--- config.mk ---
export PLATFORM = sky130hd
export DESIGN_NAME = user_apb_master_flat
export DESIGN_NICKNAME = d
export VERILOG_FILES = /design/src/rtl/user_apb_master_if.sv /design/src/rtl/user_apb_master.sv /design/src/flat_wrapper.sv
export SDC_FILE = /design/constraint.sdc
export NUM_CORES = 1
export LEC_CHECK = 0
export ABC_AREA = 1
export BUFFER_PORTS_ARGS = -buffer_cell sky130_fd_sc_hd__buf_2
export CORE_MARGIN = 5
export CORE_UTILIZATION = 45
export DETAILED_ROUTE_END_ITERATION = 10
export PLACE_DENSITY = 0.79
export SLEW_MARGIN = 5
export SYNTH_ARGS = -nofsm -noshare
export SYNTH_HDL_FRONTEND = slang
export SYNTH_SLANG_ARGS = --single-unit
--- constraint.sdc ---
create_clock -name clk_i -period 1.76 [get_ports clk_i]
set_input_delay 0.44 -clock clk_i [delete_from_list [all_inputs] [get_ports clk_i]]
set_output_delay 0.44 -clock clk_i [all_outputs]
set_load 0.01 [all_outputs]
--- src/rtl/user_apb_master_if.sv ---
// apb4_if: APB4 bus bundle shared by one requester and one completer.
//
// Parameters:
//   ADDR_WIDTH - width of paddr
//   DATA_WIDTH - width of pwdata/prdata; pstrb is DATA_WIDTH/8 bits wide
//
// Signals:
//   paddr, pprot, psel, penable, pwrite, pwdata, pstrb - requester to completer
//   pready, prdata, pslverr                            - completer to requester
//
// Modports:
//   master - the requester side (drives the request signals)
//   slave  - the completer side (drives pready/prdata/pslverr)
interface apb4_if #(
   parameter int ADDR_WIDTH = 32,
   parameter int DATA_WIDTH = 32
);
   logic [ADDR_WIDTH-1:0]   paddr;
   logic [2:0]              pprot;
   logic                    psel;
   logic                    penable;
   logic                    pwrite;
   logic [DATA_WIDTH-1:0]   pwdata;
   logic [DATA_WIDTH/8-1:0] pstrb;
   logic                    pready;
   logic [DATA_WIDTH-1:0]   prdata;
   logic                    pslverr;

   modport master (
      output paddr, pprot, psel, penable, pwrite, pwdata, pstrb,
      input  pready, prdata, pslverr
   );

   modport slave (
      input  paddr, pprot, psel, penable, pwrite, pwdata, pstrb,
      output pready, prdata, pslverr
   );
endinterface

--- src/rtl/user_apb_master.sv ---
// user_apb_master: APB4 requester. Turns one command from a valid/ready
// command channel into exactly one APB4 transfer and returns read data and
// error status on a valid/ready response channel. One transfer in flight.
//
// Optional feature macro: USER_APB_MST_TIMEOUT_EN
//   Defined   - ACCESS phase is aborted after TIMEOUT_CYCLES wait cycles with
//               an error response and a one-cycle timeout_o pulse.
//   Undefined - ACCESS waits for pready indefinitely; timeout_o is tied to 0.
//
// Parameters:
//   ADDR_WIDTH     - address width (cmd_addr_i, paddr)
//   DATA_WIDTH     - data width; strobe width is DATA_WIDTH/8
//   TIMEOUT_CYCLES - ACCESS wait limit, 1..65535 (timeout build only)
//
// Ports:
//   clk_i, rst_n_i                  - clock, asynchronous active-low reset
//   cmd_valid_i / cmd_ready_o       - command handshake
//   cmd_write_i, cmd_addr_i, cmd_wdata_i, cmd_wstrb_i, cmd_prot_i - command
//   rsp_valid_o / rsp_ready_i       - response handshake
//   rsp_rdata_o, rsp_err_o          - response payload
//   busy_o                          - high whenever the FSM is not IDLE
//   timeout_o                       - one-cycle pulse on timeout abort
//   apb                             - APB4 requester port
//
// Handshake rule for both channels: a transfer happens on a rising clk_i edge
// where valid and ready are both high. Valid, once raised, is held with its
// payload stable until that edge; ready never depends on valid.
module user_apb_master #(
   parameter int ADDR_WIDTH     = 32,
   parameter int DATA_WIDTH     = 32,
   parameter int TIMEOUT_CYCLES = 255
) (
   input  logic                    clk_i,
   input  logic                    rst_n_i,
   input  logic                    cmd_valid_i,
   output logic                    cmd_ready_o,
   input  logic                    cmd_write_i,
   input  logic [ADDR_WIDTH-1:0]   cmd_addr_i,
   input  logic [DATA_WIDTH-1:0]   cmd_wdata_i,
   input  logic [DATA_WIDTH/8-1:0] cmd_wstrb_i,
   input  logic [2:0]              cmd_prot_i,
   output logic                    rsp_valid_o,
   input  logic                    rsp_ready_i,
   output logic [DATA_WIDTH-1:0]   rsp_rdata_o,
   output logic                    rsp_err_o,
   output logic                    busy_o,
   output logic                    timeout_o,
   apb4_if.master                  apb
);

   localparam logic [1:0] ST_IDLE   = 2'd0;
   localparam logic [1:0] ST_SETUP  = 2'd1;
   localparam logic [1:0] ST_ACCESS = 2'd2;
   localparam logic [1:0] ST_RESP   = 2'd3;

   // Elaboration-time guard on the wait limit.
   if (TIMEOUT_CYCLES < 1 || TIMEOUT_CYCLES > 65535) begin : g_timeout_range
      $error("user_apb_master: TIMEOUT_CYCLES must be in 1..65535");
   end

   logic [1:0] state;

`ifdef USER_APB_MST_TIMEOUT_EN
   localparam logic [15:0] TIMEOUT_LIMIT = 16'(TIMEOUT_CYCLES);
   logic [15:0] wait_cnt;
`else
   assign timeout_o = 1'b0;
`endif

   // Only IDLE can take a command, so ready is a pure state decode.
   assign cmd_ready_o = (state == ST_IDLE);
   assign busy_o      = (state != ST_IDLE);

   always_ff @(posedge clk_i or negedge rst_n_i) begin
      if (!rst_n_i) begin
         state       <= ST_IDLE;
         apb.paddr   <= '0;
         apb.pprot   <= '0;
         apb.psel    <= 1'b0;
         apb.penable <= 1'b0;
         apb.pwrite  <= 1'b0;
         apb.pwdata  <= '0;
         apb.pstrb   <= '0;
         rsp_valid_o <= 1'b0;
         rsp_rdata_o <= '0;
         rsp_err_o   <= 1'b0;
`ifdef USER_APB_MST_TIMEOUT_EN
         wait_cnt    <= '0;
         timeout_o   <= 1'b0;
`endif
      end else begin
`ifdef USER_APB_MST_TIMEOUT_EN
         timeout_o <= 1'b0;
`endif
         case (state)
            ST_IDLE: begin
               if (cmd_valid_i) begin
                  // Reads must present zero strobes; zero data as well so a
                  // read never leaks stale write data onto the bus.
                  apb.paddr  <= cmd_addr_i;
                  apb.pprot  <= cmd_prot_i;
                  apb.pwrite <= cmd_write_i;
                  apb.pwdata <= cmd_write_i ? cmd_wdata_i : '0;
                  apb.pstrb  <= cmd_write_i ? cmd_wstrb_i : '0;
                  apb.psel   <= 1'b1;
                  state      <= ST_SETUP;
               end
            end
            ST_SETUP: begin
               apb.penable <= 1'b1;
`ifdef USER_APB_MST_TIMEOUT_EN
               wait_cnt    <= '0;
`endif
               state       <= ST_ACCESS;
            end
            ST_ACCESS: begin
               if (apb.pready) begin
                  // Completion beats a timeout that would fire in this cycle.
                  rsp_rdata_o <= apb.pwrite ? '0 : apb.prdata;
                  rsp_err_o   <= apb.pslverr;
                  rsp_valid_o <= 1'b1;
                  apb.psel    <= 1'b0;
                  apb.penable <= 1'b0;
                  state       <= ST_RESP;
               end
`ifdef USER_APB_MST_TIMEOUT_EN
               else if (wait_cnt == TIMEOUT_LIMIT) begin
                  rsp_rdata_o <= '0;
                  rsp_err_o   <= 1'b1;
                  rsp_valid_o <= 1'b1;
                  apb.psel    <= 1'b0;
                  apb.penable <= 1'b0;
                  timeout_o   <= 1'b1;
                  state       <= ST_RESP;
               end else begin
                  wait_cnt <= wait_cnt + 16'd1;
               end
`endif
            end
            ST_RESP: begin
               // Payload registers are left alone so they hold after handshake.
               if (rsp_ready_i) begin
                  rsp_valid_o <= 1'b0;
                  state       <= ST_IDLE;
               end
            end
            default: state <= ST_IDLE;
         endcase
      end
   end

endmodule

--- src/flat_wrapper.sv ---
// flat-port wrapper written by rule: the top's interface ports become plain ports
module user_apb_master_flat 
#(
   parameter int ADDR_WIDTH     = 32,
   parameter int DATA_WIDTH     = 32,
   parameter int TIMEOUT_CYCLES = 255
)
  (clk_i, rst_n_i, cmd_valid_i, cmd_ready_o, cmd_write_i, cmd_addr_i, cmd_wdata_i, cmd_wstrb_i, cmd_prot_i, rsp_valid_o, rsp_ready_i, rsp_rdata_o, rsp_err_o, busy_o, timeout_o, apb_paddr, apb_pprot, apb_psel, apb_penable, apb_pwrite, apb_pwdata, apb_pstrb, apb_pready, apb_prdata, apb_pslverr);
  apb4_if #(.ADDR_WIDTH(ADDR_WIDTH), .DATA_WIDTH(DATA_WIDTH)) apb_i ();
  input  logic clk_i;
  input  logic rst_n_i;
  input  logic cmd_valid_i;
  output logic cmd_ready_o;
  input  logic cmd_write_i;
  input  logic [ADDR_WIDTH-1:0] cmd_addr_i;
  input  logic [DATA_WIDTH-1:0] cmd_wdata_i;
  input  logic [DATA_WIDTH/8-1:0] cmd_wstrb_i;
  input  logic [2:0] cmd_prot_i;
  output logic rsp_valid_o;
  input  logic rsp_ready_i;
  output logic [DATA_WIDTH-1:0] rsp_rdata_o;
  output logic rsp_err_o;
  output logic busy_o;
  output logic timeout_o;
  output wire logic [$bits(apb_i.paddr)-1:0] apb_paddr;
  output wire logic [$bits(apb_i.pprot)-1:0] apb_pprot;
  output wire logic [$bits(apb_i.psel)-1:0] apb_psel;
  output wire logic [$bits(apb_i.penable)-1:0] apb_penable;
  output wire logic [$bits(apb_i.pwrite)-1:0] apb_pwrite;
  output wire logic [$bits(apb_i.pwdata)-1:0] apb_pwdata;
  output wire logic [$bits(apb_i.pstrb)-1:0] apb_pstrb;
  input wire logic [$bits(apb_i.pready)-1:0] apb_pready;
  input wire logic [$bits(apb_i.prdata)-1:0] apb_prdata;
  input wire logic [$bits(apb_i.pslverr)-1:0] apb_pslverr;
  assign apb_paddr = apb_i.paddr;
  assign apb_pprot = apb_i.pprot;
  assign apb_psel = apb_i.psel;
  assign apb_penable = apb_i.penable;
  assign apb_pwrite = apb_i.pwrite;
  assign apb_pwdata = apb_i.pwdata;
  assign apb_pstrb = apb_i.pstrb;
  assign apb_i.pready = apb_pready;
  assign apb_i.prdata = apb_prdata;
  assign apb_i.pslverr = apb_pslverr;
  user_apb_master #(.ADDR_WIDTH(ADDR_WIDTH), .DATA_WIDTH(DATA_WIDTH), .TIMEOUT_CYCLES(TIMEOUT_CYCLES)) u_core (.clk_i(clk_i), .rst_n_i(rst_n_i), .cmd_valid_i(cmd_valid_i), .cmd_ready_o(cmd_ready_o), .cmd_write_i(cmd_write_i), .cmd_addr_i(cmd_addr_i), .cmd_wdata_i(cmd_wdata_i), .cmd_wstrb_i(cmd_wstrb_i), .cmd_prot_i(cmd_prot_i), .rsp_valid_o(rsp_valid_o), .rsp_ready_i(rsp_ready_i), .rsp_rdata_o(rsp_rdata_o), .rsp_err_o(rsp_err_o), .busy_o(busy_o), .timeout_o(timeout_o), .apb(apb_i));
endmodule
==> reports/metrics.yaml <==
sta:
  fin_skew_ns: 0.01006
  hold_viol_final: 0
  finalCritPeriodShare: 0.9460
  rsz0062_at_grt: "no"
  finalCriticalPeriod_ns: 1.665
  finalSetupViolCount: 0
  drv_slew: 0
  fmax_mhz: 600.6
  fin_tns_setup_ns: 0
clocking:
  cts_tree: "built"
  path_clk_slew_ns: 0.10
  cts.sink_count: 110
  clk_latency_ns: 0.36
  cts_inserted_buffers: 9
  htreeDepth: 3
  cts_root_buf: "clkbuf_8"
  cts_buffer_depth: 2
logic_synthesis:
  synth_warnings: 0
  synthesis.instances: 504
  yosysTopAreaCell: "dfrtp_1"
  yosysSeqAreaShare: 0.6180
  syn-num-nets: 620
  synth_area_per_cell_um2: 8.838
  synth_top_area_share: 0.6180
  syn_area_um2: 4454
  synth-edff-count: 0
  synth_seq_cells: 110
  synthTopCellsByArea: "dfrtp_1 62%, nand2_1 23%, o21ai_0 7.5%"
  ys_types: 17
  ys.flop_type: "dfrtp_1"
  synth.most_common_cell: "nand2_1"
  async_flop_share: 1.000
  synth_commonest_cells: "267 x nand2_1, 110 x dfrtp_1, 67 x o21ai_0, 13 x inv_1, 12 x buf_2"
global_routing:
  grt_max_degree: 67
  gr-usage-all-layers: 0.1921
  grt_pass1_vias: 3844
  grt_pass1_wl_mm: 18.14
  grt_overflow: 0
  antenna_found_initial: 1
critical_path:
  worstSetupEndpointType: "output port"
  critPathMaxFanout: 4
  cp-start-kind: "register"
  setup.worst_path.class: "register to output port"
  r2r_end: "u_core.apb.psel$_DFFE_PN0P_"
  slowest_stage: "dfrtp_1"
  worstPathArrival_ns: 1.23
  r2r-start: "u_core.state[1]$_DFFE_PN0P_"
  cpPeakStageDelay_ns: 0.40
  r2r_cells: 8
  rrSetupSlack_ns: 0.21
  cp_cell_sequence: "inv_2 -> ha_2 -> buf_2"
  crit_required_ns: 1.32
placed_design:
  dp_cells: 836
  hpwl_mm: 8.930
  io_buffers: 219
  gp_congestion: 0.8094
finish:
  nets: 833
  areaGrowthSynthToFinish_pct: 33.20
  multi_input_area_um2: 1493
  layoutNonFillerInstCount: 856
  fill_cells: 866
  ff_latch_area_um2: 2753
  final_core_util: 0.6098
  layout-drive-gt1-share: 0.3476
die:
  initial_core_util: 0.4578
  core.rowCount: 36
  die_height_um: 109.5
  die-area_um2: 11990
  die_w_um: 109.5
  io_pins: 221
  core_area_um2: 9729
route:
  avgRoutedWirePerCell_um: 13.90
  drcViolationCount: 0
  vias: 4024
  first_pass_iters: 4
  ant_nets: 0
  wirelength_mm: 11.90
  drtIter0Drc: 304
  viasPerCell: 4.701
power:
  fin_total_pwr_mw: 9.976
  p_leak_nw: 3.427
  ir_drop_v: 0.0006579
  powerDensity_nw_per_um2: 1681
min_path:
  hold_path_class: "input port to register"
  min_from: "cmd_addr_i[6]"
  hold_end: "u_core.apb.paddr[6]$_DFFE_PN0P_"
  holdPathStages: 3
flow_run:
  max_cap_viol_count: 0
run_status:
  outcome: "completed"
## registers in the layout, indices dropped and copies added (netlist names), 2 cells and up
name,cells
u_core.apb.paddr,32
u_core.apb.pwdata,32
u_core.rsp_rdata_o,32
u_core.apb.pstrb,4
u_core.apb.pprot,3
u_core.state,2
## metrics by stage
stage	area, um2	setup slack [ns]	hold slack (ns)
global placement	5690	0.2926	0.3748
detailed placement	5690	0.1817	0.3750
global route	5933	0.02223	0.2555
floorplan	4454	0.4113	0.1444
finish	5933	0.09498	0.2695
CTS	5918	0.01411	0.2513
## cells in the final DEF, fill, tap and decap left out, types with 4 or more instances in the layout
cell type / synthesis / layout
nand2_1: 267 / 267
buf_2: 12 / 218
dfrtp_1: 110 / 110
o21ai_0: 67 / 67
inv_1: 13 / 11
clkbuf_8: 0 / 11
buf_4: 6 / 6
buf_12: 0 / 6
ha_1: 6 / 4
## critical path, delay by kind of cell, from the launching register on
family | cells | cell delay, ns
buffers and inverters | 2 | 0.26
flip-flops | 1 | 0.40
adder cells (fa/ha/maj) | 1 | 0.21
## logic make-up (layout without fill, tap and decap cells)
kind of cell    after synthesis  after routing  share of synthesized area
simple gates                273            273                     0.2326
fa+ha+maj                     6              6                    0.01685
other cells                   1              2                  0.0008419
compound gates               71             71                    0.08034
flops                       110            110                     0.6180
buf+inv                      43            261                    0.05140
## repair_timing
action	CTS	global route
setup buffers	2	0
resized for setup	2	3
pin swaps	0	0
setup endpoints to repair	1	1
hold buffers	1	0
endpoints found under the hold margin	24	0
## worst max path at each step
stage / start / end / slack (ns) / depth (start not counted)
detailed placement: u_core.state[0]$_DFFE_PN0P_ / u_core.apb.pwrite$_DFFE_PN0P_ / 0.18 / 6
finish: u_core.state[0]$_DFFE_PN0P_ / cmd_ready_o / 0.09 / 3
floorplan: u_core.state[0]$_DFFE_PN0P_ / u_core.rsp_rdata_o[12]$_DFFE_PN0P_ / 0.41 / 7
CTS: u_core.state[1]$_DFFE_PN0P_ / busy_o / 0.01 / 4
global placement: u_core.state[0]$_DFFE_PN0P_ / u_core.apb.pwrite$_DFFE_PN0P_ / 0.29 / 6
global route: u_core.state[0]$_DFFE_PN0P_ / busy_o / 0.02 / 4
## where the power goes
group          switching [mW]  internal, mW  leakage [nW]
logic                    2.50          1.69          1.92
registers               0.610          3.64          1.41
clock network           0.799         0.731         0.106
## routing by layer
metal	vias up	global-route usage	share of wire	wire (um)
li1	1995	-	-	-
met1	1809	0.2479	0.40	4743
met2	194	0.3117	0.48	5729
met3	26	0.04169	0.096	1142
met4	0	0.08549	0.024	284
met5	-	0	0	0
## final cells by class
class / count / share of cell area
diodes: 1 / 0.0004218
clock buffers: 12 / 0.02615
clock inverters: 4 / 0.007592
inverters: 14 / 0.008857
multi-input cells: 351 / 0.2516
flip-flops and latches: 110 / 0.4639
well taps: 133 / 0.02805
repair buffers: 231 / 0.2134
Power figures use the tool's default switching activity.
